[config.mk]
export PLATFORM = sky130hd
export DESIGN_NAME = output_port_arbiter_flat
export DESIGN_NICKNAME = d
export VERILOG_FILES = /design/src/rtl/output_port_arbiter_if.sv /design/src/rtl/output_port_arbiter.sv /design/src/flat_wrapper.sv
export SDC_FILE = /design/constraint.sdc
export NUM_CORES = 1
export LEC_CHECK = 0
export CELL_PAD_IN_SITES_DETAIL_PLACEMENT = 0
export CELL_PAD_IN_SITES_GLOBAL_PLACEMENT = 1
export CORE_ASPECT_RATIO = 0.5
export CORE_UTILIZATION = 39
export CTS_CLUSTER_SIZE = 10
export DETAILED_ROUTE_END_ITERATION = 8
export PLACE_DENSITY_LB_ADDON = 0.08
export SKIP_CTS_REPAIR_TIMING = 1
export SYNTH_ARGS = -nofsm -noshare
export SYNTH_HDL_FRONTEND = slang
export SYNTH_SLANG_ARGS = --single-unit
[constraint.sdc]
create_clock -name clk -period 4.8 [get_ports clk]
set_clock_uncertainty 0.15 [all_clocks]
set_input_delay 0.48 -clock clk [delete_from_list [all_inputs] [get_ports clk]]
set_output_delay 0.48 -clock clk [all_outputs]
set_load 0.03 [all_outputs]
[src/rtl/output_port_arbiter_if.sv]
// output_port_arbiter_if: request/grant/credit bundle between one router output and its arbiter
interface output_port_arbiter_if #(
    parameter int N_PORTS   = 5,
    parameter int N_BIT_SEL = 3,
    parameter int CREDIT_W  = 3
);
    logic [N_PORTS-1:0]   req;
    logic [N_PORTS-1:0]   tail;
    logic                 credit_in;
    logic [N_PORTS-1:0]   grant;
    logic [N_BIT_SEL-1:0] select;
    logic                 fire;
    logic [CREDIT_W-1:0]  credit_cnt;
    logic                 busy;
    logic                 timeout;
    modport master (
        output req, tail, credit_in,
        input  grant, select, fire, credit_cnt, busy, timeout
    );
    modport slave (
        input  req, tail, credit_in,
        output grant, select, fire, credit_cnt, busy, timeout
    );
endinterface

[src/rtl/output_port_arbiter.sv]
// output_port_arbiter: round-robin wormhole arbiter with credit gating; ARB_WATCHDOG_EN adds a stall watchdog
module output_port_arbiter #(
    parameter int N_PORTS   = 5,
    parameter int N_BIT_SEL = 3,
    parameter int CREDITS   = 4,
    parameter int CREDIT_W  = 3,
    parameter int TIMEOUT   = 16
) (
    input logic                  clk,
    input logic                  rst,
    output_port_arbiter_if.slave io_arb
);
    localparam logic [N_BIT_SEL-1:0] IN_NON = N_BIT_SEL'(N_PORTS);
    typedef enum logic {IDLE, LOCKED} state_t;
    state_t               r_state;
    logic [N_PORTS-1:0]   r_grant;
    logic [N_BIT_SEL-1:0] r_select, r_ptr, w_win;
    logic [CREDIT_W-1:0]  r_credit;
    logic                 r_timeout, w_fire, w_tail, w_expire;
    // Scan from farthest to nearest so the port right after r_ptr wins last.
    always_comb begin
        w_win = r_ptr;
        for (int k = N_PORTS; k >= 1; k--) begin
            if (io_arb.req[N_BIT_SEL'((int'(r_ptr) + k) % N_PORTS)]) w_win = N_BIT_SEL'((int'(r_ptr) + k) % N_PORTS);
        end
    end
    assign w_fire = !rst && r_state == LOCKED && |(io_arb.req & r_grant) && r_credit != '0;
    assign w_tail = |(io_arb.tail & r_grant);
`ifdef ARB_WATCHDOG_EN
    localparam int WD_W = $clog2(TIMEOUT + 1);
    logic [WD_W-1:0] r_wd;
    assign w_expire = r_state == LOCKED && !w_fire && r_wd == WD_W'(TIMEOUT - 1);
    always_ff @(posedge clk) begin
        if (rst) r_wd <= '0;
        else r_wd <= (r_state == IDLE || w_fire || w_expire) ? '0 : r_wd + 1'b1;
    end
`else
    assign w_expire = 1'b0;
`endif
    always_ff @(posedge clk) begin
        if (rst) begin
            r_state   <= IDLE;
            r_grant   <= '0;
            r_select  <= IN_NON;
            r_ptr     <= N_BIT_SEL'(N_PORTS - 1);
            r_credit  <= CREDIT_W'(CREDITS);
            r_timeout <= 1'b0;
        end else begin
            r_timeout <= w_expire;
            if (w_fire && !io_arb.credit_in) r_credit <= r_credit - 1'b1;
            else if (!w_fire && io_arb.credit_in && r_credit != CREDIT_W'(CREDITS)) r_credit <= r_credit + 1'b1;
            if (r_state == IDLE) begin
                if (|io_arb.req) begin
                    r_state  <= LOCKED;
                    r_grant  <= N_PORTS'(1) << w_win;
                    r_select <= w_win;
                end
            end else if ((w_fire && w_tail) || w_expire) begin
                r_state  <= IDLE;
                r_grant  <= '0;
                r_select <= IN_NON;
                r_ptr    <= r_select;
            end
        end
    end
    assign io_arb.grant      = r_grant;
    assign io_arb.select     = r_select;
    assign io_arb.fire       = w_fire;
    assign io_arb.credit_cnt = r_credit;
    assign io_arb.busy       = r_state == LOCKED;
    assign io_arb.timeout    = r_timeout;
endmodule

[src/flat_wrapper.sv]
// flat-port wrapper written by rule: the top's interface ports become plain ports
module output_port_arbiter_flat 
#(
    parameter int N_PORTS   = 5,
    parameter int N_BIT_SEL = 3,
    parameter int CREDITS   = 4,
    parameter int CREDIT_W  = 3,
    parameter int TIMEOUT   = 16
)
  (clk, rst, io_arb_req, io_arb_tail, io_arb_credit_in, io_arb_grant, io_arb_select, io_arb_fire, io_arb_credit_cnt, io_arb_busy, io_arb_timeout);
  output_port_arbiter_if #(.N_PORTS(N_PORTS), .N_BIT_SEL(N_BIT_SEL), .CREDIT_W(CREDIT_W)) io_arb_i ();
  input logic clk;
  input logic rst;
  input wire logic [$bits(io_arb_i.req)-1:0] io_arb_req;
  input wire logic [$bits(io_arb_i.tail)-1:0] io_arb_tail;
  input wire logic [$bits(io_arb_i.credit_in)-1:0] io_arb_credit_in;
  output wire logic [$bits(io_arb_i.grant)-1:0] io_arb_grant;
  output wire logic [$bits(io_arb_i.select)-1:0] io_arb_select;
  output wire logic [$bits(io_arb_i.fire)-1:0] io_arb_fire;
  output wire logic [$bits(io_arb_i.credit_cnt)-1:0] io_arb_credit_cnt;
  output wire logic [$bits(io_arb_i.busy)-1:0] io_arb_busy;
  output wire logic [$bits(io_arb_i.timeout)-1:0] io_arb_timeout;
  assign io_arb_i.req = io_arb_req;
  assign io_arb_i.tail = io_arb_tail;
  assign io_arb_i.credit_in = io_arb_credit_in;
  assign io_arb_grant = io_arb_i.grant;
  assign io_arb_select = io_arb_i.select;
  assign io_arb_fire = io_arb_i.fire;
  assign io_arb_credit_cnt = io_arb_i.credit_cnt;
  assign io_arb_busy = io_arb_i.busy;
  assign io_arb_timeout = io_arb_i.timeout;
  output_port_arbiter #(.N_PORTS(N_PORTS), .N_BIT_SEL(N_BIT_SEL), .CREDITS(CREDITS), .CREDIT_W(CREDIT_W), .TIMEOUT(TIMEOUT)) u_core (.clk(clk), .rst(rst), .io_arb(io_arb_i));
endmodule
# Word-level counts from Yosys, hierarchy flattened
# Cells that the tools add are included.
word_totals:
  ff_bits: 15
  output_inout_bits: 14
op_classes:
  n_addsub: 7
  n_div: 5
  order_cmp: 5
  eq_ne: 2
  shifts: 1
  mux: 31
  bitwise: 2
  reduce_logical: 18
ops:
  columns: ["op", "count"]
  rows:
  - ["32-bit by 4-bit modulo with 32-bit output, second input constant", 5]
  - ["3-bit 2-to-1 mux", 10]
  - ["3-bit by 5-bit less-than comparator with 1-bit output, second input constant", 5]
  - ["1-bit binary-select mux with 3-bit select", 5]
  - ["5-bit 2-to-1 mux", 3]
  - ["5-bit OR reduction", 3]
  - ["1-bit 2-to-1 mux", 13]
  - ["5-bit AND", 2]
  - ["3-bit by 2-bit adder with 4-bit output, second input constant", 2]
  - ["3-bit by 3-bit adder with 4-bit output, second input constant", 2]
  - ["1-bit logical AND", 7]
  - ["1-bit by 3-bit left shift with 5-bit output, first input constant", 1]
  - ["3-bit by 1-bit adder with 4-bit output, second input constant", 1]
  - ["2-bit AND reduction", 2]
  - ["2-bit nonzero test", 2]
  - ["3-bit by 1-bit adder with 3-bit output, second input constant", 1]
  - ["1-bit logical NOT", 3]
  - ["3-bit != test, second input constant", 1]
  - ["3-bit nonzero test", 1]
  - ["3-bit by 1-bit subtractor with 3-bit output, second input constant", 1]
  - ["2-bit != test, second input constant", 1]

# Longest topological paths before layout
depth:
  word_depth: 13
  ltp_mapped: 20

# Least setup slack after synthesis
# No wires, ideal clock.
synth_path:
  kind: "register to register"
  start: "register u_core.r_ptr[0]"
  end: "register u_core.r_grant[4], in the netlist u_core.io_arb.grant[4]"
  setup_time_ns: 0.117
  arrival_ns: 4.681
  setup_slack_ns: -0.148
  path_stages_with_launch: 21
  path_buffers: 1
  synth_period_minus_slack_ns: 4.948
  path_cell_list: "dfxtp_1 > buf_2 > clkinv_1 > ha_1 > xnor2_1 > inv_1 > ha_1 > or3b_2 > o22ai_1 > or2_1 > ha_1 > nand2b_1 > o2111ai_1 > o211ai_2 > mux2_4 > nor3_2 > or2_1 > nand3_1 > o221a_1 > o22a_2 > a32o_1"
synth_via:
  elab_chain_len: 13
  elab_cells_between_ends: 33
  cone_classes: "add/sub: 5; div: 5; shift: 1; mux: 22"
synth_lines:
  columns: ["item", "line_no", "text"]
  rows:
  - ["start: declaration", "output_port_arbiter.sv:17", "logic [N_BIT_SEL-1:0] r_select, r_ptr, w_win;"]
  - ["start signal: assignment", "output_port_arbiter.sv:45", "r_ptr <= N_BIT_SEL'(N_PORTS - 1);"]
  - ["start signal: assignment", "output_port_arbiter.sv:62", "r_ptr <= r_select;"]
  - ["3-bit by 3-bit adder with 4-bit output", "output_port_arbiter.sv:24", "if (io_arb.req[N_BIT_SEL'((int'(r_ptr) + k) % N_PORTS)]) w_win = N_BIT_SEL'((int'(r_ptr) + k) % N_PORTS);"]
  - ["32-bit by 4-bit modulo with 32-bit output", "output_port_arbiter.sv:24", null]
  - ["1-bit binary-select mux with 3-bit select", "output_port_arbiter.sv:24", null]
  - ["1-bit 2-to-1 mux (not written as such) (2 in a row)", "output_port_arbiter.sv:24", null]
  - ["3-bit 2-to-1 mux (4 in a row)", "output_port_arbiter.sv:24", null]
  - ["3-bit 2-to-1 mux (*)", "output_port_arbiter.sv:24", null]
  - ["1-bit by 3-bit left shift with 5-bit output (*)", "output_port_arbiter.sv:55", "r_grant <= N_PORTS'(1) << w_win;"]
  - ["5-bit 2-to-1 mux (*)", "output_port_arbiter.sv:53", "if (|io_arb.req) begin"]
  - ["5-bit 2-to-1 mux (*)", "output_port_arbiter.sv:52", "if (r_state == IDLE) begin"]
  - ["end signal: assignment", "output_port_arbiter.sv:55", null]
  - ["end: declaration", "output_port_arbiter.sv:16", "logic [N_PORTS-1:0] r_grant;"]
# Every way passes the cells marked *; elsewhere a longest branch is shown, timed or not. The select of a mux whose other input is x is not followed.
# A chain may end at the register's enable or synchronous reset.

# Final worst setup path
layout_path:
  start: "register u_core.r_ptr[1]"
  end: "register u_core.r_grant[3], in the netlist u_core.io_arb.grant[3]"
# Same word-level chain as after synthesis.

==> summary.md <==
| Metric | Value |
|---|---|
| Status | finished clean |
| Power per cell area | 139 mW/mm2 |
| Multiplexer area fraction after synthesis | approximately 5.4% |
| Nets@finish | 430 |
| Static leakage | roughly 1.3 nW |
| CP endpoint kind | flip-flop |
| Global placer's final weighted congestion | 0.966 |
| Ant diodes | 0 |
| Longest Clk Path Bufs | 2 |
| Cell taking the most area after synthesis | ha_1 |
| Synthesis Warnings | 0 |
| Cell with the most instances on the worst path | ha_1 |
| CP arrival | approximately 4.6 ns |
| Placed wire-length estimate | 6.13 mm |
| Syn avg cell area | 7.58 um2 |
| CTS tree | yes |
| # DRC | 0 |
| Synth Area in Simple Gates | a little over a quarter |
| Final period utilization | between 90% and 100% |
| Setup_tns | 0 ns |
| Proportion of power drawn by the clock network | 38.4% |
| Post-synth EDFFs | 0 |
| Clk_lat worst skew | around 0.25 ns |
| Max-slew violation count | 0 |
| Min Tclk post-route | 4.63 ns |
| WL final | roughly 8.1 mm |
| Largest family of logic cells by synthesized area | compound AO/OA/AOI/OAI gates |
| Max IR drop VDD | 0.107 mV |
| Most used DFF post-synth | dfxtp_1 |
| Mean routed wirelength per cell | roughly 17 um |
| Die height | 60.0 um |
| Synth Area in Adders | 14.9% |
| H-tree depth | 1 |
| CP Cell Sequence | clkinvlp_4 -> buf_4 -> ha_1 -> o21ai_2 -> nand2_1 -> xnor2_1 -> ha_1 -> fa_1 -> a21boi_1 -> nand3_2 -> xnor2_2 -> mux2_2 -> a311o_1 -> o21bai_1 -> a21oi_1 -> o41ai_2 -> and2_1 -> a32o_1 |
| Synth top area share | about an eighth |
| Sw frac | 32.8% |
| Tot GR Track Use | 23.8% |
| Initial DRC Count | 153 |
| Global route overflow | 0 |
| Post-synthesis sequential area ratio | between 10 and 15% |
| Synth area leaders | ha_1 13%, dfxtp_1 11%, nand2_1 4.7%, nor2_1 3.4%, nor3_1 3.1% |
| Final setup fails | 0 |
| DIE AREA | 0.00708 mm2 |
| Core ar. | 0.00628 mm2 |
| Post-route cell area | 0.00325 mm2 |
| Max incr delay on CP | between 0.3 and 0.4 ns |
| Max cap viols | 0 |
| Final Hold Violating Endpoints | 0 |
| Top Ports | 27 |
| Initial Util | between 40% and 50% |
| Via count | 2,769 |
| Synth Area in Compound Gates | 32.3% |
| Max_slew headroom | between 50% and 60% |
| PortBufs | 25 |
| Area delta synth->final | 24.1% |
| Cell Rows | 20 |
| Layout cells sized above 1 | around a fifth |
| Total CTS buffers | 3 |
| Pin count of the biggest net entering global routing | 35 |
| Critical path required time | 4.79 ns |
| Clk sink count | 15 |
| Worst Slack Setup Final | between 0.15 and 0.2 ns |
| Most common cell after layout, fill and taps aside | nand2_1 |
| Flop pwr share | about a third |
| Final ANT Viol Nets | 0 |
| CTS clk-pin slew, worst paths | 0.05 ns |
| Fmax | 0.216 GHz |
| Gate Count Post-Synth | 346 |
| Vias in the first global route | 2,630 |
| CTS root buffer | clkbuf_16 |
| Post-Syn Nets | ~390 |
| Cell Area, Synth | 0.00262 mm2 |
| Pre-CTS setup slack | 0.0980 ns |
| Initial antenna violation count | 0 |
| First-pass DRT Iterations | 5 |
| Startpoint type of the worst setup path | flip-flop |
| FF+latch count, synth | 15 |
| WS Path Type | flip-flop to flip-flop |
| Die Width | 118 um |
| Post-DP Area | 0.00304 mm2 |
| Net Sw Power | 148 uW |
| HP Class | flip-flop to flip-flop |
| Most frequent cells in the layout | 33 x nand2_1, 27 x ha_1, 25 x clkdlybuf4s50_1 |
| Worst Max-Slew Pin Slew | between 0.6 and 0.7 ns |
| Crit path max fanout | 6 |
| Async set-reset flop share out of synthesis | 0% |
| Tot Pwr | 452 uW |
| XOR/XNOR Fraction of Synth Area | 3.58% |
| Drt via density | between 5 and 6 |
| First-pass GRT wire length | 13.2 mm |
| Crit-path slowest cell | a311o_1 |
| Post-synth cell types | 79 |
| Pint | 304 uW |
| Gate power share | 29.4% |
cell usage after synthesis, types with 4 or more instances:
cell / n
dfxtp_1: 15
and2_1: 5
a31oi_1: 4
o21ai_0: 11
a32o_1: 5
nand2_1: 33
inv_1: 21
ha_1: 28
a211oi_1: 7
nand2b_1: 12
nor2_1: 24
a21oi_1: 13
o211ai_1: 7
o21a_1: 5
and3_1: 4
clkbuf_1: 4
nand3_1: 10
buf_2: 4
xnor2_1: 7
or2_2: 4
nor2b_1: 10
nor3_1: 16
mux2i_1: 6
sequential cells by signal, summed over array words and instances, names as in the netlist:
signal,count
u_core.io_arb.busy,1
u_core.io_arb.credit_cnt,3
u_core.io_arb.grant,5
u_core.io_arb.select,3
u_core.r_ptr,3
cell type report:
cell class | instances | area (um2)
Fill cell | 615 | 3030
Multi-Input combinational cell | 294 | 2230
Timing Repair Buffer | 49 | 434
Sequential cell | 15 | 300
Tap cell | 88 | 110
Inverter | 24 | 95.1
Clock buffer | 3 | 75.1
Clock inverter | 1 | 5.00
path summary, 6_finish.rpt:
path / from / to / slack, ns / depth (start not counted)
worst max-delay path: u_core.r_ptr[1] / u_core.io_arb.grant[3] / 0.17 / 18
worst min-delay path: u_core.io_arb.select[1] / u_core.io_arb.select[1] / 0.34 / 2
worst max register to register: u_core.r_ptr[1] / u_core.io_arb.grant[3] / 0.17 / 18
worst min register to register: u_core.io_arb.select[1] / u_core.io_arb.select[1] / 0.34 / 2
cell families (layout without fill, tap and decap cells):
| kind of cell | after synthesis | after routing |
|---|---|---|
| flops | 15 | 15 |
| fa+ha+maj | 30 | 30 |
| xor+xnor | 9 | 9 |
| mux | 11 | 11 |
| buf+inv | 37 | 77 |
| simple gates | 135 | 135 |
| compound gates | 108 | 108 |
| other cells | 1 | 1 |
power groups by stage:
stage                     clock, mW  sequential, mW  combinational (mW)
final                         0.173           0.145               0.133
after global routing          0.179           0.147               0.145
after CTS                     0.175           0.146               0.129
after detailed placement          0           0.148               0.128
after global placement            0           0.148               0.127
after floorplan                   0           0.162              0.0654
metal layers:
metal	global-route usage, %	up-vias	routed length, um
li1	-	1367	-
met3	3.05	7	452
met5	0	-	0
met2	38.7	87	3400
met4	4.76	0	70
met1	34.0	1308	4180
critical path, delay by kind of cell (launching register included):
| family | cells | cell delay (ns) |
|---|---|---|
| AO/OA/AOI/OAI | 7 | 1.69 |
| XOR/XNOR | 2 | 0.41 |
| adder cells (fa/ha/maj) | 3 | 0.69 |
| buffers and inverters | 2 | 0.33 |
| flip-flops | 1 | 0.37 |
| multiplexers | 1 | 0.36 |
| AND/OR/NAND/NOR | 3 | 0.52 |
stage by stage:
step,hold WS [ns],utilization (%),cells
after global placement,0.339,48.4,461
after floorplan,0.368,-,346
after global routing,0.387,51.8,474
final,0.345,51.8,474
after CTS,0.355,49.7,465
after detailed placement,0.339,48.4,461
No activity file was read; power rests on OpenSTA's default activity.
